### src/rtl/id_ex_operand_stage.sv
// -----------------------------------------------------------------------------
// id_ex_operand_stage
//
// ID/EX pipeline register that feeds the 32-bit ALU. It captures the decoded
// instruction and picks the A/B operands (register value, immediate or shift
// amount). Operands are forwarded from EX/MEM and MEM/WB. It also detects
// load-use hazards and inserts one bubble for each one.
//
// Ports
//   clk, reset            rising-edge clock, synchronous active-high reset
//   stall                 pipeline-wide freeze: hold the stage contents
//   flush                 squash: capture a bubble on the next edge
//   id_*                  decoded instruction from the ID stage
//   exmem_*, memwb_*      forwarding sources (destination index, data, enable)
//   ex_*                  registered control/index outputs to EX
//   ex_a, ex_b            ALU operands (combinational, forwarded)
//   ex_store_data         forwarded rt value for stores
//   load_use_hazard       combinational; upstream holds PC and IF/ID while high
//
// Flow control: there is no valid/ready pair. `stall` is a global hold that
// freezes this register. `load_use_hazard` is the stage's backpressure to
// upstream: while it is high, the ID instruction is not accepted (a bubble is
// captured instead), and upstream must present the same instruction again on
// the next cycle.
// -----------------------------------------------------------------------------
module id_ex_operand_stage #(
  parameter int WIDTH    = 32,
  parameter int REG_BITS = 5
) (
  input  logic                clk,
  input  logic                reset,
  input  logic                stall,
  input  logic                flush,
  input  logic                id_valid,
  input  logic [3:0]          id_alu_operation,
  input  logic                id_alu_src,
  input  logic                id_shift,
  input  logic [WIDTH-1:0]    id_read_data1,
  input  logic [WIDTH-1:0]    id_read_data2,
  input  logic [WIDTH-1:0]    id_immediate,
  input  logic [4:0]          id_shamt,
  input  logic [REG_BITS-1:0] id_rs,
  input  logic [REG_BITS-1:0] id_rt,
  input  logic [REG_BITS-1:0] id_write_reg,
  input  logic                id_reg_write,
  input  logic                id_mem_read,
  input  logic                id_mem_write,
  input  logic                id_mem_to_reg,
  input  logic                exmem_reg_write,
  input  logic [REG_BITS-1:0] exmem_write_reg,
  input  logic [WIDTH-1:0]    exmem_alu_result,
  input  logic                memwb_reg_write,
  input  logic [REG_BITS-1:0] memwb_write_reg,
  input  logic [WIDTH-1:0]    memwb_write_data,
  output logic                ex_valid,
  output logic                ex_reg_write,
  output logic                ex_mem_read,
  output logic                ex_mem_write,
  output logic                ex_mem_to_reg,
  output logic [3:0]          ex_alu_operation,
  output logic [REG_BITS-1:0] ex_write_reg,
  output logic [WIDTH-1:0]    ex_a,
  output logic [WIDTH-1:0]    ex_b,
  output logic [WIDTH-1:0]    ex_store_data,
  output logic                load_use_hazard
);

  // An all-zero value is a bubble: invalid, no control, ALU op AND, data 0.
  typedef struct packed {
    logic                valid;
    logic [3:0]          alu_op;
    logic                alu_src;
    logic                shift;
    logic [WIDTH-1:0]    rd1;
    logic [WIDTH-1:0]    rd2;
    logic [WIDTH-1:0]    imm;
    logic [4:0]          shamt;
    logic [REG_BITS-1:0] rs;
    logic [REG_BITS-1:0] rt;
    logic [REG_BITS-1:0] write_reg;
    logic                reg_write;
    logic                mem_read;
    logic                mem_write;
    logic                mem_to_reg;
  } stage_t;

  stage_t           stage_q;
  stage_t           stage_d;
  stage_t           id_stage;
  logic [WIDTH-1:0] fwd_rs;
  logic [WIDTH-1:0] fwd_rt;

  always_comb begin
    id_stage            = '0;
    id_stage.valid      = id_valid;
    id_stage.alu_op     = id_alu_operation;
    id_stage.alu_src    = id_alu_src;
    id_stage.shift      = id_shift;
    id_stage.rd1        = id_read_data1;
    id_stage.rd2        = id_read_data2;
    id_stage.imm        = id_immediate;
    id_stage.shamt      = id_shamt;
    id_stage.rs         = id_rs;
    id_stage.rt         = id_rt;
    id_stage.write_reg  = id_write_reg;
    id_stage.reg_write  = id_reg_write;
    id_stage.mem_read   = id_mem_read;
    id_stage.mem_write  = id_mem_write;
    id_stage.mem_to_reg = id_mem_to_reg;
  end

  // A load in EX whose destination is read by the ID instruction. rt is
  // compared even when the ID instruction uses an immediate. This is
  // conservative: it can cost an extra bubble, but it is never wrong.
  assign load_use_hazard = stage_q.valid & stage_q.mem_read &
                           (stage_q.write_reg != '0) & id_valid &
                           ((stage_q.write_reg == id_rs) |
                            (stage_q.write_reg == id_rt));

  always_comb begin
    stage_d = stage_q;
    if (flush) begin
      stage_d = '0;
    end else if (stall) begin
      stage_d = stage_q;
    end else if (load_use_hazard) begin
      stage_d = '0;
    end else begin
      stage_d = id_stage;
    end
  end

  always_ff @(posedge clk) begin
    if (reset) begin
      stage_q <= '0;
    end else begin
      stage_q <= stage_d;
    end
  end

  // EX/MEM is the younger producer, so it is checked before MEM/WB.
  // r0 is hard-wired and is never forwarded.
  always_comb begin
    fwd_rs = stage_q.rd1;
    if (exmem_reg_write && (exmem_write_reg == stage_q.rs) && (stage_q.rs != '0)) begin
      fwd_rs = exmem_alu_result;
    end else if (memwb_reg_write && (memwb_write_reg == stage_q.rs) && (stage_q.rs != '0)) begin
      fwd_rs = memwb_write_data;
    end
  end

  always_comb begin
    fwd_rt = stage_q.rd2;
    if (exmem_reg_write && (exmem_write_reg == stage_q.rt) && (stage_q.rt != '0)) begin
      fwd_rt = exmem_alu_result;
    end else if (memwb_reg_write && (memwb_write_reg == stage_q.rt) && (stage_q.rt != '0)) begin
      fwd_rt = memwb_write_data;
    end
  end

  // For SLL, A carries the shift amount and B carries the value to shift.
  assign ex_a          = stage_q.shift ? {{(WIDTH-5){1'b0}}, stage_q.shamt} : fwd_rs;
  assign ex_b          = stage_q.alu_src ? stage_q.imm : fwd_rt;
  assign ex_store_data = fwd_rt;

  assign ex_valid         = stage_q.valid;
  assign ex_reg_write     = stage_q.reg_write;
  assign ex_mem_read      = stage_q.mem_read;
  assign ex_mem_write     = stage_q.mem_write;
  assign ex_mem_to_reg    = stage_q.mem_to_reg;
  assign ex_alu_operation = stage_q.alu_op;
  assign ex_write_reg     = stage_q.write_reg;

endmodule
### config.mk
export PLATFORM = sky130hd
export DESIGN_NAME = id_ex_operand_stage
export DESIGN_NICKNAME = d
export VERILOG_FILES = /design/src/rtl/id_ex_operand_stage.sv
export SDC_FILE = /design/constraint.sdc
export NUM_CORES = 1
export LEC_CHECK = 0
export CELL_PAD_IN_SITES_DETAIL_PLACEMENT = 0
export CELL_PAD_IN_SITES_GLOBAL_PLACEMENT = 1
export CORE_ASPECT_RATIO = 1.4
export CORE_UTILIZATION = 29
export CTS_CLUSTER_DIAMETER = 40
export DETAILED_ROUTE_END_ITERATION = 12
export HOLD_SLACK_MARGIN = 0.12
export PLACE_DENSITY = 0.91
export RECOVER_POWER = 50
export SYNTH_ARGS = -nofsm -noshare
export SYNTH_HDL_FRONTEND = slang
export SYNTH_SLANG_ARGS = --single-unit
### constraint.sdc
create_clock -name clk -period 2.3 [get_ports clk]
set_input_delay 0.23 -clock clk [delete_from_list [all_inputs] [get_ports clk]]
set_output_delay 0.23 -clock clk [all_outputs]
set_load 0.02 [all_outputs]
==> flow_metrics.py <==
metrics = {
    "status": {
        "outcome": "complete, but fails checks",
        "violations": "negative setup slack",
    },
    "layout": {
        "area_growth_syn_to_layout_pct": 92.52,
        "nets": 1256,
        "final_util_pct": 56.88,
        "fin_area_mm2": 0.01202,
        "drive_gt1_share_pct": 33.52,
        "largest_reg_flops": 113,
    },
    "clock_network": {
        "numCtsBuffers": 17,
        "cts.reportedPaths.clkPinSlew_ns": 0.07,
        "clock_latency_ns": 0.43,
        "numClockSinks": 127,
        "hold_buffers": 0,
        "root_buffer": "clkbuf_16",
        "cts_tree": "done",
        "clk_path_buf_depth": 2,
        "htreeDepth": 4,
    },
    "placed_design": {
        "hpwl_mm": 18.61,
        "dpl_cell_area_mm2": 0.01042,
        "place.gp.congestion": 0.8751,
        "portBuffers": 317,
    },
    "die": {
        "start_util_pct": 29.54,
        "num_rows": 63,
        "core-area_mm2": 0.02113,
        "die_w_um": 126.0,
        "ios": 318,
        "die_area_mm2": 0.02212,
        "die_h_um": 175.6,
    },
    "global_route": {
        "grt_usage_pct": 25.24,
        "grt_pass1_vias": 7375,
        "grt_pass1_wl_mm": 42.38,
        "antenna_found_initial": 1,
        "grt-ovfl-total": 0,
        "grt_max_degree": 68,
    },
    "synthesis": {
        "syn_avg_cell_area_um2": 9.098,
        "synth_area_mm2": 0.006241,
        "synth_top_family_by_area": "compound AO/OA/AOI/OAI gates",
        "ys_warn_count": 0,
        "ys_ff_latch": 127,
        "ys_seq_area_share_pct": 40.74,
        "yosysUniqueCellTypes": 32,
        "synthCells": 686,
        "yosys.area.top_type_share_pct": 40.74,
        "synth-simple-area-share_pct": 13.97,
        "synth.mux.area_fraction_pct": 4.330,
        "synthAdderAreaFrac_pct": 0,
        "synth_compound_area_share_pct": 31.70,
        "yosysTopAreaCell": "dfxtp_1",
        "synth_xor_area_share_pct": 3.929,
        "synthTopCellsByArea": "dfxtp_1 (41%), a22o_1 (18%), nor2_1 (6.0%), a221oi_1 (5.2%), o31ai_1 (4.5%)",
        "synth_nets": 893,
    },
    "power": {
        "p_clk_share_pct": 45.9,
        "p_int_mw": 4.887,
        "p_sw_share_pct": 25.27,
        "power_frac_seq_pct": 35.8,
        "ir_drop_uv": 496.8,
        "p_leak_nw": 4.797,
        "power_switching_mw": 1.653,
        "p_per_area_mw_per_mm2": 544.3,
        "p_comb_share_pct": 18.2,
    },
    "timing": {
        "tightest_slew_ns": 0.6901,
        "setup_ws_ns": -0.5083,
        "finClkSkew_ns": 0.009156,
        "fin_crit_sh_pct": 122.1,
        "fin_crit_ns": 2.808,
        "rsz0062_at_grt": "true",
        "finalSetupViolCount": 121,
        "fmax_mhz": 356.1,
        "relSlewSlack_pct": 53.88,
        "slew_viol_final": 0,
        "final.setup.tns_ns": -37.17,
        "hold_violations": 0,
    },
    "critical_path": {
        "crit_type": "flip-flop to output port",
        "cp.required_ns": 2.07,
        "slowest_delay_ns": 0.48,
        "path_max_fanout": 7,
        "critPathLaunchType": "flip-flop",
        "worstSetupEndpointType": "output port",
        "slowest_stage": "or3b_4",
        "worst-endpoint-arrival_ns": 2.58,
        "path_cells": "or2_0 -> o21a_1 -> or3b_4 -> buf_12 -> buf_16 -> a221oi_4 -> buf_4 -> nor2_2 -> buf_6",
    },
    "drt": {
        "avgViaCountPerCell": 5.439,
        "drtIter0Drc": 397,
        "post_drt_wl_per_cell_um": 22.01,
        "dr_total_vias": 7196,
        "drc": 0,
        "first_pass_iters": 5,
        "wirelength_mm": 29.12,
        "ant_nets": 0,
    },
    "min_path": {
        "hp-class": "primary input to flip-flop",
    },
    "job": {
        "maxCapViolations": 0,
    },
}
## logic make-up after synthesis
family | Yosys count
AOI/OAI and AO/OA | 234
xor gates and xnor gates | 28
buffers and inverters | 74
DFF | 127
muxes | 27
and+or+nand+nor | 196
## critical path: cells and delay by family, from the launching register on
kind                   cells  cell delay (ns)
DFF                        1             0.32
buffers and inverters      4             0.61
and+or+nand+nor            3             0.71
AOI/OAI and AO/OA          2             0.50
## cells in the mapped netlist, drive strengths merged
master	number
nor2	99
o21a	1
o211a	1
or4	1
and4	2
nor3	3
dfxtp	127
xor2	3
mux2i	27
and2	35
nand2	43
or3	1
o21ai	1
o22ai	1
buf	22
xnor2	25
or2	2
or3b	1
o31ai	37
a22o	127
nand3	4
clkbuf	52
nand4	2
nor3b	1
a21oi	1
and3	1
a211oi	27
nor4	1
a2111oi	1
a221oi	37
## layer usage
metal	GRT usage (%)	vias to the layer above	wire, um
li1	-	3304	-
met1	29.14	3480	11470
met2	42.77	334	14550
met3	5.361	78	1703
met4	15.01	0	1399
met5	0	-	0
## cell type report
class / instances / area (um2)
antenna: 1 / 2.502
clock buffer: 20 / 466.7
clock inverter: 12 / 181.4
fill: 1807 / 9110
multi-input combinational: 485 / 4338
sequential: 127 / 2566
tap: 260 / 325.3
timing repair buffer: 418 / 4135
## through the flow
| step | std cells | power [mW] | hold WS (ns) | setup slack, ns |
|---|---|---|---|---|
| after detailed placement | 1264 | 3.482 | 0.4548 | -0.8250 |
| after global placement | 1264 | 3.474 | 0.4552 | -0.7819 |
| final | 1323 | 6.540 | 0.4011 | -0.5083 |
| after floorplan | 686 | 2.779 | 0.3627 | -0.01930 |
| after CTS | 1310 | 6.536 | 0.3781 | -0.4838 |
| after global routing | 1323 | 6.729 | 0.3905 | -0.5820 |
## repair_timing
action | in CTS | in global routing
pin swaps | 82 | 43
gates cloned | 4 | 4
endpoints found under the setup margin | 97 | 96
gates resized for setup | 594 | 61
setup buffers | 10 | 11
## power groups by stage
stage                     sequential (mW)  clock (mW)  combinational (mW)
final                                2.34        3.01                1.19
after global routing                 2.35        3.12                1.26
after CTS                            2.34        3.04                1.15
after detailed placement             2.37           0                1.11
after global placement               2.37           0                1.10
after floorplan                      2.36           0               0.419
## cell usage in the layout, fill, tap and decap left out, drive strengths merged, types with 2 or more instances in the layout
cell type and count:
and4 2, o31ai 37, bufinv 4, a221oi 37, a211oi 27, buf 193
nor2 99, a22o 127, mux2i 27, nand2 43, nor3 3, clkbuf 24
or2 2, inv 2, and2 35, clkinv 5, xor2 3, clkdlybuf4s50 206
xnor2 25, dfxtp 127, nand4 2, dlygate4sd3 14, nand3 4
## final timing paths
check / startpoint / end / slack (ns) / depth (start not counted)
max: stage_q[11] / ex_store_data[13] / -0.51 / 9
min: id_read_data1[17] / stage_q[105] / 0.40 / 2
max reg2reg: ex_write_reg[1] / stage_q[73] / -0.03 / 8
min reg2reg: ex_alu_operation[2] / ex_alu_operation[2] / 0.47 / 1
Note: power is estimated with default switching activity, not from simulation.
==> patch 1: new RTL, same settings <==
Set the parameter `WIDTH` to 28 (it was 32).
--- a/src/rtl/id_ex_operand_stage.sv
+++ b/src/rtl/id_ex_operand_stage.sv
@@ -24,7 +24,7 @@
 // the next cycle.
 // -----------------------------------------------------------------------------
 module id_ex_operand_stage #(
-  parameter int WIDTH    = 32,
+  parameter int WIDTH    = 28,
   parameter int REG_BITS = 5
 ) (
   input  logic                clk,
Ports: changed (8 resized); port bits go from 318 to 286. The function was not compared with the original's and may differ.
==> patch 1 against the original RTL <==
The flow still finishes with violations (setup timing); largest power group unchanged; setup slack better by 69 ps; fmax up 2.5%; power down 2.6%; area after synthesis down 4.5%; synthesized cell count down 12%; sequential cell count down 12; cell area up 4.1%; wire length up 0.90%; final cell count down 6.0%; global-route usage up 0.81 points; sequential power down 9.4%; hold slack better by 5.6 ps.
==> patch 1: results (changes against the original RTL) <==
Run status
  – Outcome: complete, but fails checks (unchanged)
  – Violated checks: setup timing (unchanged)

Place
  – Dpl cells: 1159 (was 1264)
  – DP HPWL: 18.6 mm (about the same)
  – Post-Place Cell Area: 9800 um^2 (was 10400 um^2)
  – IO Port Bufs: 285 (was 317)

Power and ir drop
  – Static leakage: 4.74 nW (was 4.80 nW)
  – Peak supply drop: 0.504 mV (was 0.497 mV)

Global routing
  – Largest net degree at the start of global routing: 57 (was 68)
  – Initial antenna violation count: 3 (was 1)
  – Met1 Use GR: 28.9% (was 29.1%)
  – GRT Util Overall: 26.0% (was 25.2%)
  – Grt met2 use: 45.7% (was 42.8%)
  – Global-route wire length before repair: 40.4 mm (was 42.4 mm)

STA
  – WHS: 407 ps (was 401 ps)
  – Final WS setup: -439 ps (was -508 ps)
  – Worst-Margin Slew: 747 ps (was 690 ps)
  – Final setup vio count: 90 (was 121)
  – Final Skew: 10.2 ps (was 9.16 ps)

Detailed routing
  – Via density: 5.57 (was 5.44)
  – Total wire length: 29.4 mm (was 29.1 mm)

Logic synthesis
  – Syn_nets: 792 (was 893)
  – Sequential share of the synthesized area: 38.6% (was 40.7%)
  – Top cells by area, synth: dfxtp_1, a22o_1, mux2i_1, mux2_2, xnor2_1 (was dfxtp_1, a22o_1, nor2_1, a221oi_1, o31ai_1)
  – Yosys cell types: 44 (was 32)

Setup path
  – CP Launch Point: stage_q[13]$_SDFFE_PP0N_ (was stage_q[11]$_SDFFE_PP0N_)
  – FF-to-FF End: stage_q[72]$_SDFFE_PP0N_ (was stage_q[73]$_SDFFE_PP0N_)
  – R2r setup slk: -10 ps (was -30 ps)
  – Max Fanout on Critical Path: 5 (was 7)
  – Slowest CP cell: dfxtp_2 (was or3b_4)
  – Worst stage delay on the critical path: 340 ps (was 480 ps)

Layout
  – Layout cell share with drive strength beyond 1: 44.4% (was 33.5%)
  – FILL cells: 1609 (was 1807)
patch 1: changes by cell type after synthesis, sizes merged, moves of 9 or more:
cell and delta:
mux2 +24, clkbuf -9, a22o -12, o31ai -9, buf +11, and2 -34, nor4 +24, nand2 -32
a31oi +24, dfxtp -12, nor2 -65, nand4 +24, a221oi -31
patch 1: timing repair:
action / in CTS / in global routing
gates cloned: 8 / 5
endpoints found under the hold margin: 0 / 0
resized for setup: 621 / 113
pin swaps: 44 / 57
setup buffers: 19 / 22
hold buffers: 0 / 0
endpoints found under the setup margin: 85 / 84
patch 1: per-layer routing:
metal	vias up	part of all wire [%]
met1	3361	37
met2	357	52
li1	3130	-
met4	0	4.3
met3	79	6.8
met5	-	0
patch 1: area by class of cell:
type | instances | area share [%]
Clock inverter | 14 | 1.24
Tap cell | 252 | 2.52
Multi-Input combinational cell | 410 | 37.2
Timing Repair Buffer | 427 | 36.9
Sequential cell | 115 | 18.6
Inverter | 5 | 0.150
Antenna cell | 3 | 0.0600
Clock buffer | 18 | 3.43
patch 1: worst min path at each step:
stage / cells past startpoint / end / from
CTS: 2 / stage_q[85]$_SDFFE_PP0N_ / id_read_data1[5]
global route: 2 / stage_q[85]$_SDFFE_PP0N_ / id_read_data1[5]
finish: 2 / ex_write_reg[0]$_SDFFE_PP0N_ / id_write_reg[0]
global placement: 1 / stage_q[36]$_SDFFE_PP0N_ / stage_q[36]$_SDFFE_PP0N_
floorplan: 1 / stage_q[28]$_SDFFE_PP0N_ / id_immediate[4]
detailed placement: 1 / stage_q[39]$_SDFFE_PP0N_ / stage_q[39]$_SDFFE_PP0N_
patch 1: stage by stage:
stage                     setup TNS, ps  total power [W]
after global routing             -43170          0.00656
after floorplan                       0          0.00259
final                            -25380          0.00637
after global placement           -48330          0.00331
after detailed placement         -49910          0.00333
after CTS                        -26360          0.00622
patch 1: kinds of logic after synthesis:
kind of cell	synth area share, %
AND/OR/NAND/NOR	11.2
buffers and inverters	6.88
multiplexers	9.23
AO/OA/AOI/OAI	30.0
XOR/XNOR	4.11
flip-flops	38.6
patch 1: power breakdown:
part / internal (W) / total [W] / switching, W
registers: 0.00206 / 0.00212 / 0.0000581
logic: 0.000865 / 0.00157 / 0.000704
clock network: 0.00161 / 0.00268 / 0.00108
patch 1: worst max-delay path: cells and delay by family, from the launching register on:
kind            cells  cell delay (ps)
flops               1              340
xor+xnor            1              180
compound gates      2              350
mux                 1              290
buf+inv             4              610
simple gates        1              320
==> patch 2: new RTL, same settings <==
Made on the original files. Make the reset (`reset`) asynchronous in one clocked block. Comments in the files are not updated.
--- a/src/rtl/id_ex_operand_stage.sv
+++ b/src/rtl/id_ex_operand_stage.sv
@@ -130,7 +130,7 @@
     end
   end
 
-  always_ff @(posedge clk) begin
+  always_ff @(posedge clk or posedge reset) begin
     if (reset) begin
       stage_q <= '0;
     end else begin
Behaviour: differs if reset is asserted again (counterexample within 4 cycles, from zero or initial values and one cycle with reset high); with reset held inactive, the same outputs for 4 cycles.
==> patch 2 against the original RTL <==
The flow finishes with violations (capacitance limit, slew limit, setup timing); power rose by 11%; cell area rose by 26%; sequential power rose by 6%; wire length rose by 28%; clock power fell by 8.3%; non-clock buffer count rose by 27; area after synthesis rose by 39%; global-route usage fell by 2.3 points; sequential cell count did not move; setup slack got worse by 45 ps; critical path type unchanged; critical endpoint is now ex_store_data[14]; largest cell class unchanged.
==> patch 2: results (changes against the original RTL) <==
Run status
  – Violated checks: capacitance limit, slew limit, setup timing (was setup timing)
  – Outcome: complete, but fails checks (unchanged)

Layout
  – Fraction of area in multi-input gates: 37.0% (was 36.1%)
  – #MultiIn Comb: 552 (was 485)
  – Synth-to-layout area growth: 73.9% (was 92.5%)
  – CLK BUF: 25 (was 20)
  – ClkCell Share: 3.92% (was 5.39%)
  – Layout cell share with drive strength beyond 1: 32.2% (was 33.5%)
  – FILL cells: 2484 (was 1807)
  – Diode count: 4 (was 1)

Setup path
  – WP data arrival: 2620 ps (was 2580 ps)
  – Reg-to-reg startpoint: ex_write_reg[1]$_DFFE_PP0P_ (was ex_write_reg[1]$_SDFFE_PP0N_)
  – CP delay by family, top: buffers and inverters (was simple AND/OR/NAND/NOR gates)
  – CP Launch Point: stage_q[13]$_DFFE_PP0P_ (was stage_q[11]$_SDFFE_PP0N_)
  – Max Fanout on Critical Path: 18 (was 7)
  – FF-to-FF End: stage_q[71]$_DFFE_PP0P_ (was stage_q[73]$_SDFFE_PP0N_)
  – Slowest CP cell: dfrtp_2 (was or3b_4)
  – R2r setup slk: 130 ps (was -30 ps)
  – Worst stage delay on the critical path: 430 ps (was 480 ps)
  – FF-to-FF path depth: 7 (was 8)

Place
  – Dpl cells: 1598 (was 1264)
  – GPL Wtd Cong: 0.883 (was 0.875)
  – DP HPWL: 22.8 mm (was 18.6 mm)

Logic synthesis
  – XOR/XNOR Fraction of Synth Area: 2.82% (was 3.93%)
  – Synth cell count leaders: inv_1, dfrtp_1, o41ai_1 (was a22o_1, dfxtp_1, nor2_1)
  – Yosys cell types: 35 (was 32)
  – Top cells by area, synth: dfrtp_1, o41ai_1, nand3b_1, inv_1, mux2i_1 (was dfxtp_1, a22o_1, nor2_1, a221oi_1, o31ai_1)
  – Most used flip-flop cell after synthesis: dfrtp_1 (was dfxtp_1)

STA
  – Worst-Margin Slew: 1720 ps (was 690 ps)
  – Final setup vio count: 96 (was 121)
  – Final WS setup: -554 ps (was -508 ps)
  – Max Slew Vio Count: 129 (was 0)
  – Post-Route Setup TNS: -38280 ps (was -37170 ps)
  – Final Skew: 5.84 ps (was 9.16 ps)

Flow run
  – Maxcap violations: 2 (was 0)

Global routing
  – GRT Util Overall: 23.0% (was 25.2%)
  – GR Layer Usage met3: 4.09% (was 5.36%)
  – Vias in the first global route: 9399 (was 7375)
  – Global-route wire length before repair: 53.2 mm (was 42.4 mm)

Power and ir drop
  – Peak supply drop: 0.485 mV (was 0.497 mV)

Detailed routing
  – Drt pass-1 iters: 6 (was 5)
  – Total wire length: 37.3 mm (was 29.1 mm)
  – Via density: 5.44 (about the same)
patch 2: per-layer routing:
metal | up-vias | part of all wire (%)
met1 | 4524 | 38
met4 | 0 | 4.9
met5 | - | 0
li1 | 4199 | -
met3 | 126 | 5.7
met2 | 402 | 51
patch 2: report_power, final:
| part | switching [W] | internal (W) | total (W) |
|---|---|---|---|
| sequential | 0.000117 | 0.00236 | 0.00248 |
| combinational | 0.00102 | 0.00103 | 0.00205 |
| clock | 0.00101 | 0.00176 | 0.00276 |
| total | 0.00215 | 0.00515 | 0.00729 |
patch 2: cells by family after synthesis:
family                    count (synthesis)
buffers and inverters                   275
and+or+nand+nor                         229
xor gates and xnor gates                 28
muxes                                    59
DFF                                     127
AOI/OAI and AO/OA                       235
patch 2: worst min-delay path by stage:
stage	depth (start not counted)	startpoint	endpoint	slack, ps
floorplan	2	id_rt[3]	stage_q[12]$_DFFE_PP0P_	370
global placement	2	ex_alu_operation[3]$_DFFE_PP0P_	ex_alu_operation[3]$_DFFE_PP0P_	460
detailed placement	2	ex_alu_operation[0]$_DFFE_PP0P_	ex_alu_operation[0]$_DFFE_PP0P_	470
CTS	3	reset	stage_q[18]$_DFFE_PP0P_	300
global route	3	id_read_data1[31]	stage_q[119]$_DFFE_PP0P_	350
finish	3	id_write_reg[0]	ex_write_reg[0]$_DFFE_PP0P_	350
patch 2: through the flow:
step | util, % | total power [W]
after detailed placement | 42.9 | 0.00430
final | 51.5 | 0.00729
after floorplan | - | 0.00332
after global placement | 42.9 | 0.00427
after CTS | 48.3 | 0.00716
after global routing | 51.5 | 0.00759
patch 2: what timing repair did:
| item | in CTS | in global routing |
|---|---|---|
| pin swaps | 14 | 36 |
| endpoints found under the setup margin | 97 | 109 |
| gates resized for setup | 567 | 174 |
| setup buffers | 35 | 25 |
| gates cloned | 12 | 3 |
